$ cat src/rtl/vga_raster_gen.sv
// vga_raster_gen: 640x480@60 raster timing with six-deep look-ahead
// coordinates, coincident active/frame flags and lag-matched active-low syncs.
module vga_raster_gen #(
  parameter int unsigned H_VIS    = 640,
  parameter int unsigned H_FP     = 16,
  parameter int unsigned H_SYNC   = 96,
  parameter int unsigned H_BP     = 48,
  parameter int unsigned V_VIS    = 480,
  parameter int unsigned V_FP     = 10,
  parameter int unsigned V_SYNC   = 2,
  parameter int unsigned V_BP     = 33,
  parameter int unsigned SYNC_LAG = 1
) (
  input  logic       clk,
  input  logic       rst,
  output logic [9:0] h_cnt,
  output logic [9:0] v_cnt,
  output logic [9:0] h_cnt_1,
  output logic [9:0] h_cnt_2,
  output logic [9:0] h_cnt_3,
  output logic [9:0] h_cnt_4,
  output logic [9:0] h_cnt_5,
  output logic [9:0] h_cnt_6,
  output logic [9:0] v_cnt_1,
  output logic [9:0] v_cnt_2,
  output logic [9:0] v_cnt_3,
  output logic [9:0] v_cnt_4,
  output logic [9:0] v_cnt_5,
  output logic [9:0] v_cnt_6,
  output logic       valid,
  output logic       hsync,
  output logic       vsync,
  output logic       frame_start
);

  localparam int unsigned CW       = 10;
  localparam int unsigned DEPTH    = 6;
  localparam int unsigned H_TOTAL  = H_VIS + H_FP + H_SYNC + H_BP;
  localparam int unsigned V_TOTAL  = V_VIS + V_FP + V_SYNC + V_BP;
  localparam int unsigned HS_START = H_VIS + H_FP;
  localparam int unsigned HS_END   = HS_START + H_SYNC;
  localparam int unsigned VS_START = V_VIS + V_FP;
  localparam int unsigned VS_END   = VS_START + V_SYNC;

  // Index k holds the coordinate k cycles ahead; index DEPTH is the master counter.
  logic [CW-1:0] h_pipe [0:DEPTH];
  logic [CW-1:0] v_pipe [0:DEPTH];
  logic [CW-1:0] h_next_c;
  logic [CW-1:0] v_next_c;
  logic          hs_raw;
  logic          vs_raw;

  // Next raster position of the master counter pair.
  always_comb begin
    h_next_c = h_pipe[DEPTH] + CW'(1);
    v_next_c = v_pipe[DEPTH];
    if (h_pipe[DEPTH] == CW'(H_TOTAL - 1)) begin
      h_next_c = '0;
      if (v_pipe[DEPTH] == CW'(V_TOTAL - 1)) begin
        v_next_c = '0;
      end else begin
        v_next_c = v_pipe[DEPTH] + CW'(1);
      end
    end
  end

  // Master counter plus delay chain; reset preloads each stage k positions ahead of (0,0).
  always_ff @(posedge clk or negedge rst) begin
    if (!rst) begin
      for (int k = 0; k <= int'(DEPTH); k++) begin
        h_pipe[k] <= CW'(k);
        v_pipe[k] <= '0;
      end
    end else begin
      h_pipe[DEPTH] <= h_next_c;
      v_pipe[DEPTH] <= v_next_c;
      for (int k = 0; k < int'(DEPTH); k++) begin
        h_pipe[k] <= h_pipe[k+1];
        v_pipe[k] <= v_pipe[k+1];
      end
    end
  end

  // Flags decoded one position early so they register coincident with h_cnt/v_cnt.
  always_ff @(posedge clk or negedge rst) begin
    if (!rst) begin
      valid       <= 1'b0;
      frame_start <= 1'b0;
      hs_raw      <= 1'b1;
      vs_raw      <= 1'b1;
    end else begin
      valid       <= (h_pipe[1] < CW'(H_VIS)) && (v_pipe[1] < CW'(V_VIS));
      frame_start <= (h_pipe[1] == '0) && (v_pipe[1] == '0);
      hs_raw      <= !((h_pipe[1] >= CW'(HS_START)) && (h_pipe[1] < CW'(HS_END)));
      vs_raw      <= !((v_pipe[1] >= CW'(VS_START)) && (v_pipe[1] < CW'(VS_END)));
    end
  end

  generate
    if (SYNC_LAG == 0) begin : g_no_lag
      assign hsync = hs_raw;
      assign vsync = vs_raw;
    end else begin : g_lag
      logic [SYNC_LAG-1:0] hs_dly;
      logic [SYNC_LAG-1:0] vs_dly;

      // Sync delay line matching the render stage's pixel output register(s).
      always_ff @(posedge clk or negedge rst) begin
        if (!rst) begin
          hs_dly <= '1;
          vs_dly <= '1;
        end else begin
          hs_dly <= SYNC_LAG'({hs_dly, hs_raw});
          vs_dly <= SYNC_LAG'({vs_dly, vs_raw});
        end
      end

      assign hsync = hs_dly[SYNC_LAG-1];
      assign vsync = vs_dly[SYNC_LAG-1];
    end
  endgenerate

  assign h_cnt   = h_pipe[0];
  assign h_cnt_1 = h_pipe[1];
  assign h_cnt_2 = h_pipe[2];
  assign h_cnt_3 = h_pipe[3];
  assign h_cnt_4 = h_pipe[4];
  assign h_cnt_5 = h_pipe[5];
  assign h_cnt_6 = h_pipe[6];
  assign v_cnt   = v_pipe[0];
  assign v_cnt_1 = v_pipe[1];
  assign v_cnt_2 = v_pipe[2];
  assign v_cnt_3 = v_pipe[3];
  assign v_cnt_4 = v_pipe[4];
  assign v_cnt_5 = v_pipe[5];
  assign v_cnt_6 = v_pipe[6];

endmodule

$ cat config.mk
export PLATFORM = sky130hd
export DESIGN_NAME = vga_raster_gen
export DESIGN_NICKNAME = d
export VERILOG_FILES = /design/src/rtl/vga_raster_gen.sv
export SDC_FILE = /design/constraint.sdc
export NUM_CORES = 1
export LEC_CHECK = 0
export CAP_MARGIN = 30
export CORE_AREA = 2 2 102 104
export DETAILED_ROUTE_END_ITERATION = 7
export DIE_AREA = 0 0 104 106
export PLACE_DENSITY = 0.76
export SLEW_MARGIN = 20
export SYNTH_ARGS = -nofsm -noshare
export SYNTH_HDL_FRONTEND = slang
export SYNTH_SLANG_ARGS = --single-unit
$ cat constraint.sdc
create_clock -name clk -period 2.1 [get_ports clk]
set_input_delay 0.21 -clock clk [delete_from_list [all_inputs] [get_ports clk]]
set_output_delay 0.21 -clock clk [all_outputs]
set_load 0.05 [all_outputs]
**Word-level counts from Yosys, hierarchy flattened**

Cells that the tools add are included.

- Output and inout port bits: 144
- Bits in registers: 146
- Input port bits: 2
- Word-level logic and storage cells: 40

- Equal/unequal tests: 2
- $lt $le $gt $ge: 6
- Mux-type cells: 2
- Reductions and logical operators: 8
- Add/subtract/negate cells: 2

Operators by type and width:

| cell | count |
|---|---|
| $add 10x1->10 const B | 2 |
| $eq 10x10->1 const B | 2 |
| $logic_not 10->1 | 2 |
| $lt 10x10->1 const B | 2 |
| $lt 10x9->1 const B | 2 |
| $mux 10 | 2 |
| $ge 10x10->1 const B | 1 |
| $ge 10x9->1 const B | 1 |
| $logic_and 1x1->1 | 4 |
| $logic_not 1->1 | 2 |

**Depth between registers and ports, before layout**

Gate-level depths: netlist of the first run.

- Depth after elaboration: 3
- Depth in mapped cells: 6
- Gate-level depth less buffers: 6

**Worst setup path before layout of the first run**

Ideal clock, no wire load.

- Kind: register to register
- Start: register h_pipe (netlist bit h_cnt_6[0])
- End: register v_pipe (netlist bit v_cnt_6[6])
- Slack: 154 ps
- Stages on the path, launching flop included: 7
- Arrival time: 1803 ps
- Clock period less this slack: 1946 ps
- Path through: dfrtp_1 ha_1 and4_4 and4b_4 buf_12 nand3_2 xnor2_2

- Word-level cells in the longest chain between the ends: 1

RTL lines:

| what | RTL line | RTL |
|---|---|---|
| start: declaration | 46 | `logic [CW-1:0] h_pipe [0:DEPTH];` |
| start signal: indexed assignment | 71 | `h_pipe[k] <= CW'(k);` |
| start signal: indexed assignment | 75 | `h_pipe[DEPTH] <= h_next_c;` |
| start signal: indexed assignment | 78 | `h_pipe[k] <= h_pipe[k+1];` |
| $eq 10x10->1 | 57 | `if (h_pipe[DEPTH] == CW'(H_TOTAL - 1)) begin` |
| end signal: indexed assignment | 76 | `v_pipe[DEPTH] <= v_next_c;` |
| end signal: indexed assignment | 79 | `v_pipe[k] <= v_pipe[k+1];` |
| end: declaration | 47 | `logic [CW-1:0] v_pipe [0:DEPTH];` |

Every way passes these cells.
A chain may end at the register's enable or synchronous reset.

**Worst setup path in the final report of the first run**

- Start: register h_pipe (netlist bit h_cnt_6[4])
- End: output port h_cnt_6[4]

RTL lines:

| what | RTL line | RTL |
|---|---|---|
| end: declaration | 23 | `output logic [9:0] h_cnt_6,` |

No word-level cell between the ends.

==> summary by stage, run 1 <==
Hold path
The min-delay analysis places its worst path in the category in2async.

Die
The floorplan step defined a die boundary enclosing 11000 um2. Measured along the y axis, the die boundary spans roughly 110 um. The count of standard-cell rows is 37. In this run the count of I/O pins placed on the die edge is 146.

The floorplan step defined a core boundary enclosing about 10000 um2. The initial utilization of the core area, before any placement, comes to 43.1%. The floorplan step set the die width to 104 um.

Clock tree
Buffers added to address setup during post-CTS repair amount to 0. The total CTS buffers is 17. The number of levels the H-tree was split into is 4.

The clock-pin slew reported for the worst setup and hold paths after clock tree synthesis is 0.06 ns. The maximum clock insertion buffer count is 2. The number of clock sinks is ~150. The root buffer cell is clkbuf_8. For the worst-skew pair, the clock arrives at the later sink with an insertion delay of around 0.53 ns. TritonCTS built the clock tree.

Logic synthesis
The share of the Yosys chip area taken by registers is 85.1%. During synthesis, Yosys emitted a total of 0 warnings. The cell area after technology mapping is between 4000 and 5000 um2. When the netlist entered floorplanning its net count stood at between 200 and 250. The mean instance size in the synthesized netlist is roughly 18 um2. Synthesis handed over a netlist of 240 instances.

The number of different library cells used by synthesis comes to 36. After synthesis the netlist holds a flip-flop and latch count of approximately 150.

Critical path
The kind of cell with the highest combined delay on the critical path is buffers and inverters. Of all nets on the critical path, the largest fanout is 5. The largest single stage delay on the critical path is between 0.8 and 0.9 ns.

The worst path arrival time is between 1.5 and 2 ns. The worst setup path is captured at an output pin. The cell with the largest stage delay on the worst path is clkdlybuf4s50_1.

Traced cell by cell, the critical path runs through clkdlybuf4s50_1. The element type at the critical path start is a flop. The worst endpoint required time is between 1.5 and 2 ns. The worst path buffer plus inverter count is 1. The type of the setup path with the least slack is reg2out.

Power and ir drop
Combinational logic burns 1.1% of the power. The sequential share of power is 48.6%. The switching part of the total is between 15 and 20%. After layout, the design draws a total of 5800 uW. The switching component of the power is roughly 1200 uW. The total internal power is ~4600 uW.

The power density normalized to cell area is between 800 and 900 nW/um2. The leakage power summed over all cells is 0.00304 uW. The worst-case IR drop observed on VDD is approximately 540 uV.

The clock network is responsible for 50.3% of the overall power.

Timing
The max-slew violation count came to 0. Setup repair after global routing left no endpoint under its margin. The post-route setup TNS is 0 ns. Setup violations remaining at the end of the flow were counted as 0. The minimum period implied by the final worst setup slack is 2.06 ns. Based on the critical path, the design can be clocked at up to 0.485 GHz. The number of hold-slack violations in the final timing report is 0.

On the final layout, the worst clock skew is approximately 0.0095 ns. Of the available clock period, the critical path in the final layout requires between 90% and 100%. After layout, the worst setup slack is ~0.038 ns. For the pin with the worst max-slew slack, the measured transition is about 0.60 ns. The remaining max-slew budget at the tightest pin is between 60 and 70%.

Route
The via count is roughly 2.8k. After detailed routing, the average wire length per cell comes to between 20 and 25 um. After detailed routing, the number of vias per cell comes to slightly below 5. The final wirelength is around 12 mm. In the routed design, unresolved DRC markers number 0. The first-pass iteration count of the detailed router is 4. The residual antenna-violating net count after detailed routing is 0. The number of violations reported at the end of detailed-routing iteration 0 is around 230.

Global route
The overall routing resource usage is a little under a quarter. The number of global-route vias before repair is a little under 3k. The first global-routing pass estimated between 15 and 20 mm of wire. The initial antenna violation count is 0. Summed over all layers, the global routing overflow is 0. Entering global routing, the biggest net connects between 60 and 70 pins.

Cells and area
The fraction of final layout cells sized beyond drive strength 1 is between 10% and 20%. The number of nets in the finished design is 413. The repair_antennas step left the layout with diodes totalling 0.

Once layout is complete, the cells apart from fillers number between 500 and 600. Cells fill around two thirds of the core in the end. The library cells used most frequently in the layout, excluding fill and tap cells, are dfrtp_1 (133), clkdlybuf4s50_1 (125), clkbuf_16 (16), dfstp_2 (13), dlygate4sd2_1 (13). The area growth from synthesis to layout is 51.4%. The most frequent standard cell in the layout excluding fill and tap cells is dfrtp_1.

Placed design
The total of buffers placed on input and output ports is around 150. Routability-driven placement finished with a final weighted congestion of 0.820. The post-detailed-placement half-perimeter wirelength is 6.99 mm.

The count of placed standard cells including taps is between 500 and 600. OpenSTA, run right after detailed placement, puts the worst setup slack at about 0.25 ns.

Run status
The flow ran to the end, and the final reports show no timing, DRC or antenna violations.

Job
Max-cap violations in this run came to 0.
[synth_stat cells]
cell type | n | area share [%]
and3_1 | 4 | 0.58
nand2b_1 | 1 | 0.15
a21oi_1 | 4 | 0.46
xor2_1 | 4 | 0.81
nand3_4 | 1 | 0.41
o21ai_1 | 1 | 0.12
o21a_1 | 1 | 0.17
o22ai_1 | 1 | 0.15
and4_1 | 2 | 0.41
and2_1 | 3 | 0.44
nand3_1 | 8 | 0.93
or4_1 | 2 | 0.35
inv_1 | 7 | 0.61
and4b_4 | 1 | 0.32
ha_1 | 3 | 0.87
nor3_1 | 6 | 0.70
o21ai_0 | 2 | 0.23
nand3_2 | 2 | 0.46
and2_2 | 1 | 0.17
or3_1 | 1 | 0.15
a31oi_1 | 1 | 0.15
nor4_1 | 3 | 0.44
dfrtp_1 | 133 | 77
buf_12 | 1 | 0.46
nand2_1 | 10 | 0.87
and4_4 | 1 | 0.26
dfstp_2 | 13 | 7.9
nand4b_1 | 1 | 0.20
mux2i_1 | 2 | 0.46
xnor2_1 | 4 | 0.81
xnor2_2 | 2 | 0.75
nor2_1 | 5 | 0.44
nand4_1 | 6 | 0.87
o211ai_1 | 1 | 0.17
nor3b_2 | 1 | 0.29
nor4bb_1 | 1 | 0.23
[power by group through the flow]
| stage | sequential [uW] | clock (uW) | combinational [uW] |
|---|---|---|---|
| finish | 2820 | 2920 | 63.8 |
| global route | 2810 | 3070 | 76.7 |
| CTS | 2820 | 2930 | 66.8 |
| detailed placement | 2860 | 0 | 63.8 |
| global placement | 2860 | 0 | 62.4 |
| floorplan | 2870 | 0 | 0.000230 |
[final cells by class]
cell class,count,area (um2)
fillers,643,3470
repair buffers,150,1500
inverters,7,26.3
well taps,136,170
flip-flops and latches,146,3670
clock inverters,5,75.1
clock buffers,27,492
multi-input cells,86,596
[per-layer routing]
metal / share of wire [%] / global-route usage [%] / vias to the layer above
li1: - / - / 1155
met1: 37 / 24.9 / 1469
met2: 54 / 40.1 / 121
met3: 7.1 / 9.01 / 17
met4: 1.8 / 8.49 / 0
met5: 0 / 0 / -
[stage by stage]
| stage | hold WS [ns] | cell area (um2) |
|---|---|---|
| 2_1_floorplan | -0.0856 | 4310 |
| 3_3_place_gp | 0.225 | 5950 |
| 3_5_place_dp | 0.232 | 5950 |
| 4_1_cts | 0.268 | 6520 |
| 5_1_grt | 0.294 | 6530 |
| 6_report | 0.268 | 6530 |
[cell families after synthesis]
| family | count (synthesis) | synth area share, % |
|---|---|---|
| simple gates | 60 | 8.65 |
| compound gates | 11 | 1.45 |
| flops | 146 | 85.1 |
| xor+xnor | 10 | 2.38 |
| buf+inv | 8 | 1.07 |
| fa+ha+maj | 3 | 0.871 |
| mux | 2 | 0.464 |
[worst paths after layout]
check | startpoint | to | slack, ns | cells after the start
worst max-delay path | h_cnt_6[4] | h_cnt_6[4] | 0.04 | 1
worst min-delay path | rst | v_cnt_2[5] | 0.27 | 2
worst max register to register | h_cnt_6[1] | v_cnt_6[7] | 0.22 | 5
worst min register to register | vs_raw | vsync | 0.35 | 0
max in group asynchronous | rst | h_cnt_6[2] | 1.09 | 3
min in group clk | vs_raw | vsync | 0.35 | 0
[state kept, by name (all words and copies together), names as in the netlist]
register and cells:
v_cnt_5 10, h_cnt_1 10, h_cnt_2 10, h_cnt_3 10
hsync 1, v_cnt_3 10, v_cnt_1 10, h_cnt_4 10
h_cnt_5 10, v_cnt_4 10, v_cnt_6 10, v_cnt 10
vsync 1, h_cnt 10, vs_raw 1, v_cnt_2 10
h_cnt_6 10, frame_start 1, hs_raw 1, valid 1
[what timing repair did]
action / in CTS / in global routing
hold buffers: 1 / 0
gates resized for setup: 13 / 5
endpoints found under the hold margin: 53 / 0
endpoints found under the setup margin: 13 / 5
pin swaps: 0 / 0
Note: power is estimated with default switching activity, not from simulation.
==> run 2, diff against run 1 <==
REMOVE_ABC_BUFFERS = 1   (was not set)
==> summary by stage, run 2 (synthesized netlist as in run 1, its figures left out) <==
Run status
Status: complete, no violations (unchanged).

Clock tree
The CTS tree is done (unchanged). The number of clock sinks is 146 (unchanged). The number of levels the H-tree was split into came to 4 (unchanged). The maximum clock insertion buffer count is 2 (unchanged).

The total CTS buffers came to 17 (unchanged). The clock-pin slew reported for the worst setup and hold paths after clock tree synthesis is 0.06 ns (about the same). The root buffer cell is clkbuf_8 (unchanged). The later-pin clock latency in the skew report is 0.51 ns (was 0.53 ns).

Cells and area
The number of standard cells in the final layout excluding fillers is 557 (unchanged). The count of antenna diodes in the layout is 0 (unchanged). Most frequent cells in the layout: dfrtp_1 (133), clkdlybuf4s50_1 (131), clkbuf_16 (16), dfstp_2 (13), nand2_1 (10) (was dfrtp_1 (133), clkdlybuf4s50_1 (125), clkbuf_16 (16), dfstp_2 (13), dlygate4sd2_1 (13)). The fraction of final layout cells sized beyond drive strength 1 is 12.8% (unchanged). The synthesis-to-finish area growth came to 51.5% (was 51.4%).

The number of nets in the finished design was 413 (unchanged). The most frequent standard cell in the layout excluding fill and tap cells was dfrtp_1 (unchanged).

Placed design
The post-detailed-placement half-perimeter wirelength is 7.05 mm (was 6.99 mm). The count of placed standard cells including taps came to 524 (unchanged). The total of buffers placed on input and output ports was 145 (unchanged). The last weighted congestion value of the routability-driven placer is 0.812 (was 0.820).

Timing
The period utilization came to 97.7% (was 98.2%). The final number of setup-violating endpoints is 0 (unchanged). The slew at the pin closest to its max-slew limit is 0.600 ns (was 0.597 ns). The remaining max-slew budget at the tightest pin is 60.0% (was 60.2%). The max-slew violation count was 0 (unchanged). Unrepaired setup endpoints after global routing: false (unchanged).

The highest clock rate is 0.487 GHz (was 0.485 GHz). The setup clock skew after layout came to 0.00641 ns (was 0.00953 ns). The post-route setup TNS is 0 ns (unchanged). The number of hold-slack violations in the final timing report is 0 (unchanged). The minimum period implied by the final worst setup slack is 2.05 ns (was 2.06 ns).

Die
The initial cell density of the core is 43.1% (unchanged). The die outline area is 11000 um2 (unchanged). The die width is 104 um (unchanged).

The die outline height was 106 um (unchanged). The core box area came to 10000 um2 (unchanged). The count of standard-cell rows is 37 (unchanged). The top-level port count is 146 (unchanged).

Critical path
The source of the critical timing path is h_cnt_2[1] (was h_cnt_6[4]). The start of the worst register-to-register path is h_cnt_6[1] (unchanged). The endpoint of the most critical register-to-register path is v_cnt_6[7] (unchanged). The highest cell delay on the worst timing path is 0.80 ns (was 0.87 ns). The worst path arrival time came to 1.84 ns (was 1.85 ns). The worst reg-to-reg path cell count is 5 (unchanged).

The kind of cell with the highest combined delay on the critical path is buffers and inverters (unchanged). The type of the setup path with the least slack is reg2out (unchanged). The element type at the critical path start is a flop (unchanged). The capturing element of the worst setup path is h_cnt_2[1] (was h_cnt_6[4]). The cell depth of the worst setup path was 1 (unchanged). The cell with the largest stage delay on the worst path is clkdlybuf4s50_1 (unchanged). The reg2reg setup slack was 0.28 ns (was 0.22 ns).

Worst-path cell chain: clkdlybuf4s50_1 (unchanged). The worst path buffer plus inverter count is 1 (unchanged). The kind of end point of the critical path is an output pin (unchanged). The worst endpoint required time is 1.89 ns (about the same). The highest net fanout along the worst path came to 2 (was 5).

Route
The first-pass iteration count of the detailed router was 4 (unchanged). The via density per instance is 4.82 (was 4.96). The final wirelength came to 11.1 mm (was 11.9 mm). The number of violations reported at the end of detailed-routing iteration 0 is 138 (was 231). The via count is 2685 (was 2762). The residual DRC count is 0 (unchanged). The average routed wire per standard cell is 19.9 um (was 21.4 um). The residual antenna-violating net count after detailed routing was 0 (unchanged).

Global route
The remaining global-route overflow was 0 (unchanged). The overall routing resource usage is 21.2% (was 22.8%). The maximum number of pins on one net before global-route repair is 67 (was 66). The global-route wire length before repair is 17.3 mm (was 18.2 mm). The initial antenna violation count is 0 (unchanged). The number of global-route vias before repair came to 2851 (was 2926).

Power and ir drop
The largest voltage drop on the vdd net was 609 uV (was 540 uV). The power density normalized to cell area came to 864 nW/um2 (was 888 nW/um2). The leakage power summed over all cells is 0.00307 uW (was 0.00304 uW).

Job
The number of max-cap violations is 0 (unchanged).

Hold path
The worst min-delay path category is in2async (unchanged).
[run 2: power breakdown]
part,switching (uW),internal [uW]
clock,1040,1720
combinational,53.3,10.4
sequential,0,2820
[run 2: repair_timing]
action                                  CTS  global route
resized for setup                         5             8
hold buffers                              1             0
endpoints found under the hold margin    59             0
buffers inserted                          0             0
endpoints found under the setup margin    5             8
[run 2: final cells by class]
cell class | instances | area, um2
well taps | 136 | 170
clock inverters | 5 | 50.0
multi-input cells | 86 | 596
repair buffers | 150 | 1520
clock buffers | 27 | 502
inverters | 7 | 26.3
fillers | 657 | 3470
flip-flops and latches | 146 | 3670
[run 2: routing by layer]
metal  vias up  share of wire (%)  track usage (%)
met2       119                 54             37.0
met3        18                7.5             8.03
met5         -                  0                0
met1      1398                 36             23.5
li1       1150                  -                -
met4         0                2.3             8.78
[run 2: worst min path at each step]
stage	to	startpoint	cells past startpoint	slack [ns]
after floorplan	frame_start	rst	0	-0.09
after global placement	v_cnt[9]	rst	1	0.23
after detailed placement	v_cnt[4]	rst	1	0.23
after CTS	v_cnt[4]	rst	2	0.28
after global routing	v_cnt[4]	rst	2	0.31
final	v_cnt[4]	rst	2	0.27
[run 2: through the flow]
stage,util (%),cell area [um2],hold slack (ns),setup slack (ns),total power [uW]
floorplan,-,4290,-0.0856,0.150,2870
global placement,59.6,5960,0.233,0.338,2930
detailed placement,59.6,5960,0.233,0.298,2930
CTS,65.1,6510,0.275,0.00291,5700
global route,65.3,6530,0.311,0.00103,5840
finish,65.3,6530,0.273,0.0479,5640
==> RTL change (config.mk and constraints of run 1) <==
Put a register stage on the output `h_cnt_6`, with the module's reset. The value now appears one clock later. The other outputs are not delayed to match.
--- a/src/rtl/vga_raster_gen.sv
+++ b/src/rtl/vga_raster_gen.sv
@@ -126,7 +126,13 @@
   assign h_cnt_3 = h_pipe[3];
   assign h_cnt_4 = h_pipe[4];
   assign h_cnt_5 = h_pipe[5];
-  assign h_cnt_6 = h_pipe[6];
+  always_ff @(posedge clk or negedge rst) begin
+    if (!rst) begin
+      h_cnt_6 <= '0;
+    end else begin
+      h_cnt_6 <= h_pipe[6];
+    end
+  end
   assign v_cnt   = v_pipe[0];
   assign v_cnt_1 = v_pipe[1];
   assign v_cnt_2 = v_pipe[2];
Function: changed (a bounded check fails within 4 cycles, from zero or initial values and one cycle with rst low).
==> RTL change against run 1 <==
Cell area grew 1.6%. Cell count shrank 1.3%. Hold slack lost 6.9 ps. Count of clock-buffer cells in the layout shrank 9. Power grew 3.7%. Synthesized area grew 12%. Routed wire length shrank 25%. Largest power group unchanged. Sequential cell count grew 2. Synthesized cell count grew 26%. Die area is the same. Worst setup slack gained 17 ps.
==> RTL change: results (changes against run 1) <==
Result of the run: finished clean
Part of the Yosys area used for sequential elements: 0.769 (-0.0823)
P_leak: 3.13 nW (+3.0%)
Largest net degree at the start of global routing: 63 (-4.5%)
Clock tree skew after final layout: 6.34 ps (-3.19 ps)
Gr usage total: 0.171 (-0.0566)
Drt pass-1 iters: 4 (unchanged)
Critical-path maximum fanout: 2 (-3)
HPWL after DPL: 6340 µm (-9.3%)
Synthesized net count: 308 (+26%)
Top cells by instance count after synthesis: sky130_fd_sc_hd__dfrtp_1, sky130_fd_sc_hd__buf_4, sky130_fd_sc_hd__dfstp_2
Number of distinct standard cells referenced by the synthesized netlist: 35 (-2.8%)
Pin slew with the least headroom to its limit: 547 ps (-50.6 ps)
Crit path arrival time: 1830 ps (-20 ps)
Number of fillers in the final layout: 680 (+5.8%)
WL final: 8960 µm (-25%)
Number of nets in the final layout: 407 (-1.5%)
Setup bufs post-CTS: 0 (unchanged)
Clk_lat worst skew: 500 ps (-30 ps)
Detailed Route Iter0 Violations: 112 (-52%)
RR Startpoint: h_pipe[1]
Number of global-route vias before repair: 2528 (-14%)
Total via count after detailed routing: 2580 (-6.6%)
Slowest Stage Delay on Critical Path: 820 ps (-50 ps)
Peak supply drop: 0.000533 V (-1.4%)
Fraction of layout instances using a drive strength above 1: 0.135 (+0.00700)
Launching instance or port of the critical path: h_cnt_4[2]
[RTL change: cell types whose count changed in the layout (fill, tap and decap cells not counted), moves of 3 or more]
cell                              delta
sky130_fd_sc_hd__dlygate4sd2_1      -11
sky130_fd_sc_hd__inv_6               +3
sky130_fd_sc_hd__buf_4               -3
sky130_fd_sc_hd__clkbuf_8            -3
sky130_fd_sc_hd__clkdlybuf4s50_1    +11
sky130_fd_sc_hd__xnor2_1             +4
sky130_fd_sc_hd__inv_1               -5
sky130_fd_sc_hd__nor2_1              +4
sky130_fd_sc_hd__clkinv_4            +4
sky130_fd_sc_hd__clkbuf_1            -6
[RTL change: power breakdown]
group          internal (mW)  total [mW]  switching [mW]
combinational         0.0106      0.0628          0.0522
clock                   1.98        3.10            1.12
sequential              2.85        2.85               0
[RTL change: worst paths after layout]
path | endpoint | slack, ps
min in group clk | vsync | 360
max in group asynchronous | h_cnt_4[2] | 1150
max | h_cnt_4[2] | 60
min | h_cnt[3] | 260
max reg2reg | v_cnt_6[4] | 180
min reg2reg | vsync | 360
[RTL change: cell type report]
type | instances | area, µm² | area share
clock buffers | 18 | 428 | 0.0645
clock inverters | 13 | 198 | 0.0298
inverters | 2 | 7.51 | 0.00113
multi-input cells | 84 | 589 | 0.0888
flip-flops and latches | 148 | 3720 | 0.561
well taps | 136 | 170 | 0.0256
repair buffers | 149 | 1520 | 0.229
[RTL change: cell families after synthesis]
logic type	after synthesis	synth area share
and+or+nand+nor	56	0.0714
buffers and inverters	71	0.109
muxes	3	0.00750
xor gates and xnor gates	11	0.0199
DFF	148	0.769
adders and majority gates	3	0.00776
AOI/OAI and AO/OA	11	0.0153
[RTL change: metal layers]
layer / wire, µm / up-vias / global-route usage
li1: - / 1150 / -
met1: 3510 / 1298 / 0.200
met2: 4760 / 113 / 0.292
met3: 508 / 19 / 0.0595
met4: 185 / 0 / 0.0666
met5: 0 / - / 0
[RTL change: repair_timing]
action,CTS,global route
gates cloned,0,0
hold endpoints to repair,52,0
pin swaps,0,0
endpoints found under the setup margin,2,6
hold buffers,1,0
gates resized for setup,2,6
[RTL change: stage by stage]
stage	instances	area, µm²	power (mW)	util	setup WS [ps]
after global placement	518	5990	2.97	0.599	241
after detailed placement	518	5990	2.97	0.599	193
after CTS	550	6620	6.09	0.662	3.86
after global routing	550	6640	6.22	0.664	2.13
after floorplan	303	4840	2.90	-	351
final	550	6640	6.01	0.664	55.6
